<file path="src/rtl/regfile_dump.sv">
// ==== regfile_dump : streams a regfile address range over valid/ready (rev 1.0)
// ==== optional trailing XOR checksum word enabled by REGFILE_DUMP_CHECKSUM_EN
`default_nettype none

module regfile_dump #(
    parameter int unsigned FIRST_REG = 0,
    parameter int unsigned LAST_REG  = 31
) (
    input  logic        clk,
    input  logic        rst_n,
    input  logic        start,
    input  logic        abort,
    output logic [4:0]  rd_addr,
    input  logic [31:0] rd_data,
    output logic        out_valid,
    input  logic        out_ready,
    output logic [31:0] out_data,
    output logic [4:0]  out_idx,
    output logic        out_last,
    output logic        busy,
    output logic        done
);

`ifdef REGFILE_DUMP_CHECKSUM_EN
    typedef enum logic [2:0] {
        S_IDLE = 3'd0, S_READ = 3'd1, S_SEND = 3'd2, S_CSUM = 3'd3, S_DONE = 3'd4
    } state_t;
`else
    typedef enum logic [2:0] {
        S_IDLE = 3'd0, S_READ = 3'd1, S_SEND = 3'd2, S_DONE = 3'd4
    } state_t;
`endif

    localparam logic [4:0] C_FIRST = 5'(FIRST_REG);
    localparam logic [4:0] C_LAST  = 5'(LAST_REG);

    state_t      state_q, state_d;
    logic [4:0]  idx_q, idx_d;
    logic        out_valid_q, out_valid_d;
    logic [31:0] out_data_q, out_data_d;
    logic [4:0]  out_idx_q, out_idx_d;
    logic        out_last_q, out_last_d;
    logic        busy_q, busy_d;
    logic        done_q, done_d;
`ifdef REGFILE_DUMP_CHECKSUM_EN
    logic [31:0] csum_q, csum_d;
`endif

    always_comb begin
        state_d     = state_q;
        idx_d       = idx_q;
        out_valid_d = out_valid_q;
        out_data_d  = out_data_q;
        out_idx_d   = out_idx_q;
        out_last_d  = out_last_q;
        busy_d      = busy_q;
        done_d      = 1'b0;
`ifdef REGFILE_DUMP_CHECKSUM_EN
        csum_d      = csum_q;
`endif
        case (state_q)
            S_IDLE: begin
                if (start) begin
                    state_d = S_READ;
                    idx_d   = C_FIRST;
                    busy_d  = 1'b1;
`ifdef REGFILE_DUMP_CHECKSUM_EN
                    csum_d  = 32'd0;
`endif
                end
            end
            S_READ: begin
                state_d     = S_SEND;
                out_valid_d = 1'b1;
                out_data_d  = rd_data;
                out_idx_d   = idx_q;
`ifdef REGFILE_DUMP_CHECKSUM_EN
                out_last_d  = 1'b0;
                csum_d      = csum_q ^ rd_data;
`else
                out_last_d  = (idx_q == C_LAST);
`endif
            end
            S_SEND: begin
                if (out_ready) begin
                    out_valid_d = 1'b0;
                    out_last_d  = 1'b0;
                    if (idx_q == C_LAST) begin
`ifdef REGFILE_DUMP_CHECKSUM_EN
                        // Accumulator already holds every dumped word at this point
                        state_d     = S_CSUM;
                        out_valid_d = 1'b1;
                        out_data_d  = csum_q;
                        out_idx_d   = 5'd0;
                        out_last_d  = 1'b1;
`else
                        state_d = S_DONE;
                        done_d  = 1'b1;
`endif
                    end else begin
                        idx_d   = idx_q + 5'd1;
                        state_d = S_READ;
                    end
                end
            end
`ifdef REGFILE_DUMP_CHECKSUM_EN
            S_CSUM: begin
                if (out_ready) begin
                    out_valid_d = 1'b0;
                    out_last_d  = 1'b0;
                    state_d     = S_DONE;
                    done_d      = 1'b1;
                end
            end
`endif
            S_DONE: begin
                state_d = S_IDLE;
                busy_d  = 1'b0;
            end
            default: begin
                state_d = S_IDLE;
                busy_d  = 1'b0;
            end
        endcase

        // Abort wins over a same-cycle handshake: the word is dropped unaccepted
        if (abort && state_q != S_IDLE) begin
            state_d     = S_IDLE;
            out_valid_d = 1'b0;
            out_last_d  = 1'b0;
            busy_d      = 1'b0;
            done_d      = 1'b0;
`ifdef REGFILE_DUMP_CHECKSUM_EN
            csum_d      = 32'd0;
`endif
        end
    end

    always_ff @(posedge clk or negedge rst_n) begin
        if (!rst_n) begin
            state_q     <= S_IDLE;
            idx_q       <= 5'd0;
            out_valid_q <= 1'b0;
            out_data_q  <= 32'd0;
            out_idx_q   <= 5'd0;
            out_last_q  <= 1'b0;
            busy_q      <= 1'b0;
            done_q      <= 1'b0;
`ifdef REGFILE_DUMP_CHECKSUM_EN
            csum_q      <= 32'd0;
`endif
        end else begin
            state_q     <= state_d;
            idx_q       <= idx_d;
            out_valid_q <= out_valid_d;
            out_data_q  <= out_data_d;
            out_idx_q   <= out_idx_d;
            out_last_q  <= out_last_d;
            busy_q      <= busy_d;
            done_q      <= done_d;
`ifdef REGFILE_DUMP_CHECKSUM_EN
            csum_q      <= csum_d;
`endif
        end
    end

    assign rd_addr   = (state_q == S_READ || state_q == S_SEND) ? idx_q : 5'd0;
    assign out_valid = out_valid_q;
    assign out_data  = out_data_q;
    assign out_idx   = out_idx_q;
    assign out_last  = out_last_q;
    assign busy      = busy_q;
    assign done      = done_q;

endmodule

`default_nettype wire

</file>
<file path="config.mk">
export PLATFORM = sky130hd
export DESIGN_NAME = regfile_dump
export DESIGN_NICKNAME = d
export VERILOG_FILES = /design/src/rtl/regfile_dump.sv
export SDC_FILE = /design/constraint.sdc
export NUM_CORES = 1
export LEC_CHECK = 0
export ABC_AREA = 1
export CAP_MARGIN = 15
export CELL_PAD_IN_SITES_DETAIL_PLACEMENT = 0
export CELL_PAD_IN_SITES_GLOBAL_PLACEMENT = 1
export CORE_MARGIN = 1
export CORE_UTILIZATION = 31
export CTS_CLUSTER_DIAMETER = 80
export DETAILED_ROUTE_END_ITERATION = 8
export GPL_TIMING_DRIVEN = 0
export PLACE_DENSITY_LB_ADDON = 0.1
export SETUP_SLACK_MARGIN = 0.02
export SLEW_MARGIN = 0
export SYNTH_ARGS = -nofsm -noshare
export SYNTH_HDL_FRONTEND = slang
export SYNTH_SLANG_ARGS = --single-unit
</file>
<file path="constraint.sdc">
create_clock -name clk -period 1.9 [get_ports clk]
set_input_delay 0.19 -clock clk [delete_from_list [all_inputs] [get_ports clk]]
set_output_delay 0.19 -clock clk [all_outputs]
set_load 0.01 [all_outputs]
</file>
==> results.py, run 1 <==
metrics = {
    "outcome": {
        "run_status": "finished, violations left",
        "failed_checks": "design-rule violations",
    },
    "clocking": {
        "cts.root.buffer_cell": "sky130_fd_sc_hd__clkbuf_8",
        "clk_pin_slew_worst_paths_ps": 90,
        "htree_num_levels": 2,
        "clock_tree.buffer_depth": 2,
        "tritoncts": "done",
        "tritoncts_buffer_count": 5,
        "clock_insertion_delay_at_the_later_pin_of_the_skew_report_ps": 290,
        "clock_sinks": 49,
    },
    "synth": {
        "synth_simple_gate_area_share_pct": 33.3,
        "yosysSeqAreaShare_pct": 59.0,
        "yosys_reg_bits": 49,
        "arithmetic_cell_share_of_the_synthesized_area_counting_full_adders_half_adders_and_majority_gates_pct": 1.20,
        "number_of_distinct_library_cell_variants_in_the_gate_level_netlist_after_synthesis": 17,
        "synth_edf_count": 0,
        "synth_area_leader_cell": "sky130_fd_sc_hd__dfrtp_1",
        "async_flop_share_pct": 100,
        "synthXorXnorAreaFrac_pct": 0,
        "synth.cell_area_um2": 2080,
        "synth_top_area_share_pct": 59.0,
        "syn-instance-count": 244,
        "synthesis.nets": 283,
        "combinational_family_with_the_most_area_after_synthesis": "simple AND/OR/NAND/NOR gates",
        "yosys-top-cells-area": "sky130_fd_sc_hd__dfrtp_1 59%, sky130_fd_sc_hd__nand2_1 24%, sky130_fd_sc_hd__inv_1 2.7%",
        "yosys-mux-area-fraction_pct": 0,
        "ys.warnings.count": 0,
        "synth.avg_cell_area_um2": 8.52,
        "synth_compound_gate_area_share_pct": 1.44,
        "dominantRegCellSynth": "sky130_fd_sc_hd__dfrtp_1",
    },
    "place": {
        "dp_hpwl_um": 3550,
        "placed_cell_area_um2": 3010,
        "globalplace.congestion": 0.782,
        "buffer_ports.inserted": 82,
    },
    "power": {
        "seq_power_share_pct": 37.2,
        "power_frac_clock_pct": 13.6,
        "power_leakage_nw": 1.57,
        "vdd_ir_drop_max_uv": 554,
        "combPwrFrac_pct": 49.2,
        "switching_power_mw": 1.68,
        "power.internal_mw": 2.84,
        "power_density_nw_per_um2": 1450,
        "power.share.switching_pct": 37.2,
    },
    "finish": {
        "final_layout_size_suffix_gt1_share_pct": 8.61,
        "most_common_library_cell_in_the_layout_ignoring_fill_and_taps": "sky130_fd_sc_hd__nand2_1",
        "fin_nets": 376,
        "layout.cells.most_common_list": "134 x sky130_fd_sc_hd__nand2_1, 76 x sky130_fd_sc_hd__clkdlybuf4s50_1, 47 x sky130_fd_sc_hd__dfrtp_1",
        "diodes": 0,
        "growth_of_design_area_from_synthesis_to_finish_pct": 50.4,
        "postLayoutCellArea_um2": 3130,
    },
    "detailed_routing": {
        "avgRoutedWirePerCell_um": 12.0,
        "totalWireLength_um": 4980,
        "ant_nets": 0,
        "avg_vias_per_cell": 4.29,
        "routed-via-count": 1777,
        "dr.pass1.iters": 6,
        "initialDrtViolationCount": 107,
        "drt_drc_violations_left": 14,
    },
    "timing": {
        "finalHoldViolCount": 0,
        "finalMaxSlewViolations": 0,
        "share_of_the_cycle_needed_by_the_critical_path_after_routing_pct": 92.4,
        "min_period_ps": 1760,
        "tightestPinTransition_ps": 369,
        "hold_ws_ps": 343,
        "max_clock_freq_mhz": 570,
        "final.setup_skew_ps": 6.52,
        "max_slew_margin_pct": 75.4,
        "rsz_0062_raised_after_global_routing": "no",
        "report.final.setup_viol": 0,
        "final.setup.tns_ps": 0,
    },
    "hold_path": {
        "min_path_type": "in2async",
    },
    "global_route": {
        "grt_pass1_wl_um": 8460,
        "gr-total-overflow": 0,
        "first_global_vias": 1782,
        "grt_start_max_net_pins": 36,
        "track_usage_pct": 15.2,
        "antenna_violations_before_repair": 0,
    },
    "setup_path": {
        "cp_max_fo": 9,
        "timing_worst_setup_path_type": "reg2out",
        "cp-end-kind": "output port",
        "worstSetupStartpointType": "flip-flop",
        "worst_ep_arrival_time_ps": 1570,
        "crit-reg2reg-launch": "idx_q[0]$_DFFE_PN0P_",
        "critical_path.startpoint": "state_q[0]$_DFFE_PN0P_",
        "worst-endpoint-required_ps": 1710,
    },
    "floorplanning": {
        "rows": 29,
        "floorplan.die_area_um2": 7040,
        "floorplan.io_pins": 83,
        "core_area_um2": 6420,
        "fp.dieH_um": 83.9,
        "die_width_um": 83.9,
        "initial_utilization_pct": 32.4,
    },
    "flow_run": {
        "number_of_maximum_capacitance_violations": 0,
    },
}
cells by family (layout without fill, tap and decap cells):
kind of cell / count (synthesis) / count (layout)
flip-flops: 49 / 49
AND/OR/NAND/NOR: 163 / 163
AO/OA/AOI/OAI: 6 / 6
buffers and inverters: 24 / 117
adder cells (fa/ha/maj): 2 / 2
metrics by stage:
step                std cells  worst slack [ps]  util, %  power [mW]
floorplan                 244               414        -        2.80
global placement          403              -912     46.7        3.89
detailed placement        404             -44.0     46.9        3.92
CTS                       414               116     48.7        4.61
global route              414              20.9     48.7        4.91
finish                    414               144     48.7        4.52
critical path, cell delays in order, from the launching register on:
cell and delay (ps):
sky130_fd_sc_hd__dfrtp_2 450, sky130_fd_sc_hd__nor2_4 130, sky130_fd_sc_hd__nand2_4 110, sky130_fd_sc_hd__nand2_2 120
sky130_fd_sc_hd__inv_1 90, sky130_fd_sc_hd__nor2_1 100, sky130_fd_sc_hd__dlygate4sd2_1 270
registers in the layout, summed over array words and instances (netlist names):
signal,count
out_data,32
idx_q,5
out_idx,5
state_q,3
busy,1
done,1
out_last,1
out_valid,1
layer usage:
metal | part of all wire (%) | track usage, %
met5 | 0 | 0
met4 | 1.3 | 5.33
met3 | 5.9 | 4.15
met2 | 45 | 23.6
met1 | 48 | 20.3
synthesized netlist by cell type (3+ instances only):
cell type,n
sky130_fd_sc_hd__buf_4,3
sky130_fd_sc_hd__buf_2,4
sky130_fd_sc_hd__nand3_1,3
sky130_fd_sc_hd__nor3_1,3
sky130_fd_sc_hd__nor2_1,13
sky130_fd_sc_hd__inv_1,15
sky130_fd_sc_hd__nand2_1,135
sky130_fd_sc_hd__o21ai_0,6
sky130_fd_sc_hd__dfrtp_1,49
area by class of cell:
type,count,area [µm²]
inverters,17,63.8
flip-flops and latches,49,1230
clock buffers,7,86.3
repair buffers,86,855
multi-input cells,171,754
fillers,632,3300
well taps,77,96.3
plain buffers,7,42.5
worst paths after layout:
check / end / slack (ps) / cells past startpoint
setup / recovery: rd_addr[1] / 140 / 6
hold / removal: out_data[7]$_DFFE_PN0P_ / 340 / 2
setup reg to reg: idx_q[4]$_DFFE_PN0P_ / 260 / 9
hold reg to reg: out_data[30]$_DFFE_PN0P_ / 480 / 2
max in group asynchronous: state_q[0]$_DFFE_PN0P_ / 1040 / 3
min in group clk: out_data[7]$_DFFE_PN0P_ / 420 / 3
timing repair:
item                       CTS  global route
hold endpoints to repair    14             0
setup endpoints to repair    5             0
resized for setup            9             0
hold buffers                 1             0
buffers inserted             2             0
power by group through the flow:
stage               clock (mW)  combinational [mW]  sequential, mW
floorplan                    0               0.937            1.86
global placement             0                2.21            1.68
detailed placement           0                2.23            1.69
CTS                      0.652                2.28            1.68
global route             0.694                2.47            1.74
finish                   0.614                2.22            1.68
No activity file was read; power rests on OpenSTA's default activity.
==> run 2: changes to the inputs <==
--- a/config.mk
+++ b/config.mk
@@ -7,10 +7,8 @@
 export LEC_CHECK = 0
 export ABC_AREA = 1
 export CAP_MARGIN = 15
-export CELL_PAD_IN_SITES_DETAIL_PLACEMENT = 0
-export CELL_PAD_IN_SITES_GLOBAL_PLACEMENT = 1
 export CORE_MARGIN = 1
-export CORE_UTILIZATION = 31
+export CORE_UTILIZATION = 43
 export CTS_CLUSTER_DIAMETER = 80
 export DETAILED_ROUTE_END_ITERATION = 8
 export GPL_TIMING_DRIVEN = 0
==> results.py, run 2 (synthesis results as in run 1) <==
metrics = {
    "outcome": {
        "run_status": "completed",
    },
    "setup_path": {
        "crit-reg2reg-launch": "idx_q[0]$_DFFE_PN0P_",
        "cp-end-kind": "output port",
        "worst_ep_arrival_time_ps": 1590,
        "worstSetupStartpointType": "flip-flop",
        "critical_path.startpoint": "state_q[1]$_DFFE_PN0P_",
        "worst-endpoint-required_ps": 1710,
        "crit_path_max_incr_delay_ps": 440,
        "cp_max_fo": 9,
        "crit_path_cell_trace": "buf_4 -> nand2_4 -> nand2_2 -> inv_1 -> nor2_1 -> dlygate4sd2_1",
        "critPathBufInv": 3,
        "timing.critical_path.max_delay_family": "buffers and inverters",
        "worst_r2r_endpoint": "idx_q[0]$_DFFE_PN0P_",
        "setup.reg_to_reg.worst_slack_ps": 260,
        "timing_worst_setup_path_type": "reg2out",
        "worst_path_max_delay_cell": "sky130_fd_sc_hd__dfrtp_2",
        "ff2ff_path_depth": 9,
    },
    "power": {
        "vdd_ir_drop_max_uv": 756,
        "power_leakage_nw": 1.58,
        "power_density_nw_per_um2": 1450,
        "p_total_mw": 4.51,
    },
    "global_route": {
        "grt_pass1_wl_um": 7730,
        "antenna_violations_before_repair": 0,
        "first_global_vias": 1749,
        "gr-total-overflow": 0,
        "grt_start_max_net_pins": 29,
        "track_usage_pct": 19.4,
    },
    "timing": {
        "share_of_the_cycle_needed_by_the_critical_path_after_routing_pct": 93.5,
        "report.final.setup_viol": 0,
        "finalHoldViolCount": 0,
        "min_period_ps": 1780,
        "worst_setup_slack_after_layout_ps": 123,
        "rsz_0062_raised_after_global_routing": "no",
        "tightestPinTransition_ps": 514,
        "finalMaxSlewViolations": 0,
        "max_clock_freq_mhz": 563,
        "max_slew_margin_pct": 65.7,
        "final.setup_skew_ps": 8.30,
    },
    "floorplanning": {
        "floorplan.die_area_um2": 5120,
        "core_area_um2": 4500,
        "die_width_um": 71.5,
        "initial_utilization_pct": 46.2,
        "rows": 24,
        "fp.dieH_um": 71.5,
        "floorplan.io_pins": 83,
    },
    "clocking": {
        "clk_pin_slew_worst_paths_ps": 90,
        "tritoncts_buffer_count": 5,
        "clock_sinks": 49,
        "clock_tree.buffer_depth": 2,
        "htree_num_levels": 2,
        "cts.root.buffer_cell": "sky130_fd_sc_hd__clkbuf_8",
        "tritoncts": "done",
        "clock_insertion_delay_at_the_later_pin_of_the_skew_report_ps": 300,
    },
    "place": {
        "placed_cell_area_um2": 2980,
        "buffer_ports.inserted": 82,
        "placed_cells_incl_taps": 379,
        "globalplace.congestion": 0.874,
        "dp_hpwl_um": 3420,
        "dp_slack_ps": -55.0,
    },
    "finish": {
        "layout.cells.most_common_list": "134 x sky130_fd_sc_hd__nand2_1, 76 x sky130_fd_sc_hd__clkdlybuf4s50_1, 47 x sky130_fd_sc_hd__dfrtp_1",
        "fin_nets": 377,
        "post_route_core_utilization_pct": 68.9,
        "postLayoutCellArea_um2": 3100,
        "max_ffs_per_register": 32,
        "diodes": 0,
        "final_cells": 391,
        "growth_of_design_area_from_synthesis_to_finish_pct": 49.2,
        "most_common_library_cell_in_the_layout_ignoring_fill_and_taps": "sky130_fd_sc_hd__nand2_1",
        "final_layout_size_suffix_gt1_share_pct": 9.44,
    },
    "detailed_routing": {
        "avg_vias_per_cell": 4.63,
        "routed-via-count": 1810,
        "avgRoutedWirePerCell_um": 11.8,
        "dr.pass1.iters": 4,
        "initialDrtViolationCount": 100,
        "totalWireLength_um": 4610,
        "ant_nets": 0,
        "drt_drc_violations_left": 0,
    },
    "flow_run": {
        "number_of_maximum_capacitance_violations": 0,
    },
    "hold_path": {
        "min_path_type": "in2async",
    },
}
[run 2: cell count changes in the layout (fill, tap and decap cells not counted)]
cell,previous run,this run
sky130_fd_sc_hd__buf_4,5,6
sky130_fd_sc_hd__clkbuf_8,6,5
sky130_fd_sc_hd__clkinv_2,0,1
sky130_fd_sc_hd__inv_1,15,14
sky130_fd_sc_hd__inv_2,2,3
sky130_fd_sc_hd__inv_6,0,1
[run 2: power by group]
group / total (mW) / leakage [nW] / internal, mW / switching, mW
Combinational: 2.22 / 0.913 / 1.10 / 1.12
Clock: 0.607 / 0.0456 / 0.263 / 0.344
Sequential: 1.68 / 0.621 / 1.45 / 0.228
[run 2: cell type report]
cell class,count,area (µm²)
buffer,7,42.5
clock buffer,6,72.6
clock inverter,2,13.8
fill,386,1400
inverter,17,63.8
multi-input combinational,171,754
sequential,49,1230
tap,52,65.1
timing repair buffer,87,862
[run 2: worst max-delay path by stage]
stage,to,depth (start not counted)
6_report,rd_addr[0],6
5_1_grt,rd_addr[0],6
4_1_cts,rd_addr[0],6
3_5_place_dp,rd_addr[0],6
3_3_place_gp,out_data[28]$_DFFE_PN0P_,1
2_1_floorplan,idx_q[0]$_DFFE_PN0P_,9
[run 2: stage by stage]
stage                     TNS [ps]  hold WS (ps)
after floorplan                  0          -106
after global placement      -38260           455
after detailed placement     -60.4           189
after CTS                        0           393
after global routing             0           414
final                            0           391
[run 2: repair_timing]
item | 4_1_cts | 5_1_grt
hold buffers | 1 | 0
hold endpoints to repair | 21 | 0
setup endpoints to repair | 5 | 0
gates resized for setup | 10 | 0
buffers inserted | 3 | 0
[run 2: layer usage]
layer	vias up	GRT usage [%]	share of wire (%)	routed length (µm)
met1	831	25.1	46	2130
met5	-	0	0	0
li1	924	-	-	-
met3	2	3.94	5.8	268
met2	53	32.6	47	2180
met4	0	7.19	0.50	23
==> run 3: changes to the inputs <==
--- a/config.mk
+++ b/config.mk
@@ -9,11 +9,12 @@
 export CAP_MARGIN = 15
 export CORE_MARGIN = 1
 export CORE_UTILIZATION = 43
-export CTS_CLUSTER_DIAMETER = 80
+export CTS_CLUSTER_DIAMETER = 30
 export DETAILED_ROUTE_END_ITERATION = 8
 export GPL_TIMING_DRIVEN = 0
 export PLACE_DENSITY_LB_ADDON = 0.1
 export SETUP_SLACK_MARGIN = 0.02
+export SKIP_LAST_GASP = 1
 export SLEW_MARGIN = 0
 export SYNTH_ARGS = -nofsm -noshare
 export SYNTH_HDL_FRONTEND = slang
==> results of run 3 <==
Final layout, timing and power as in run 2 (identical DEF).
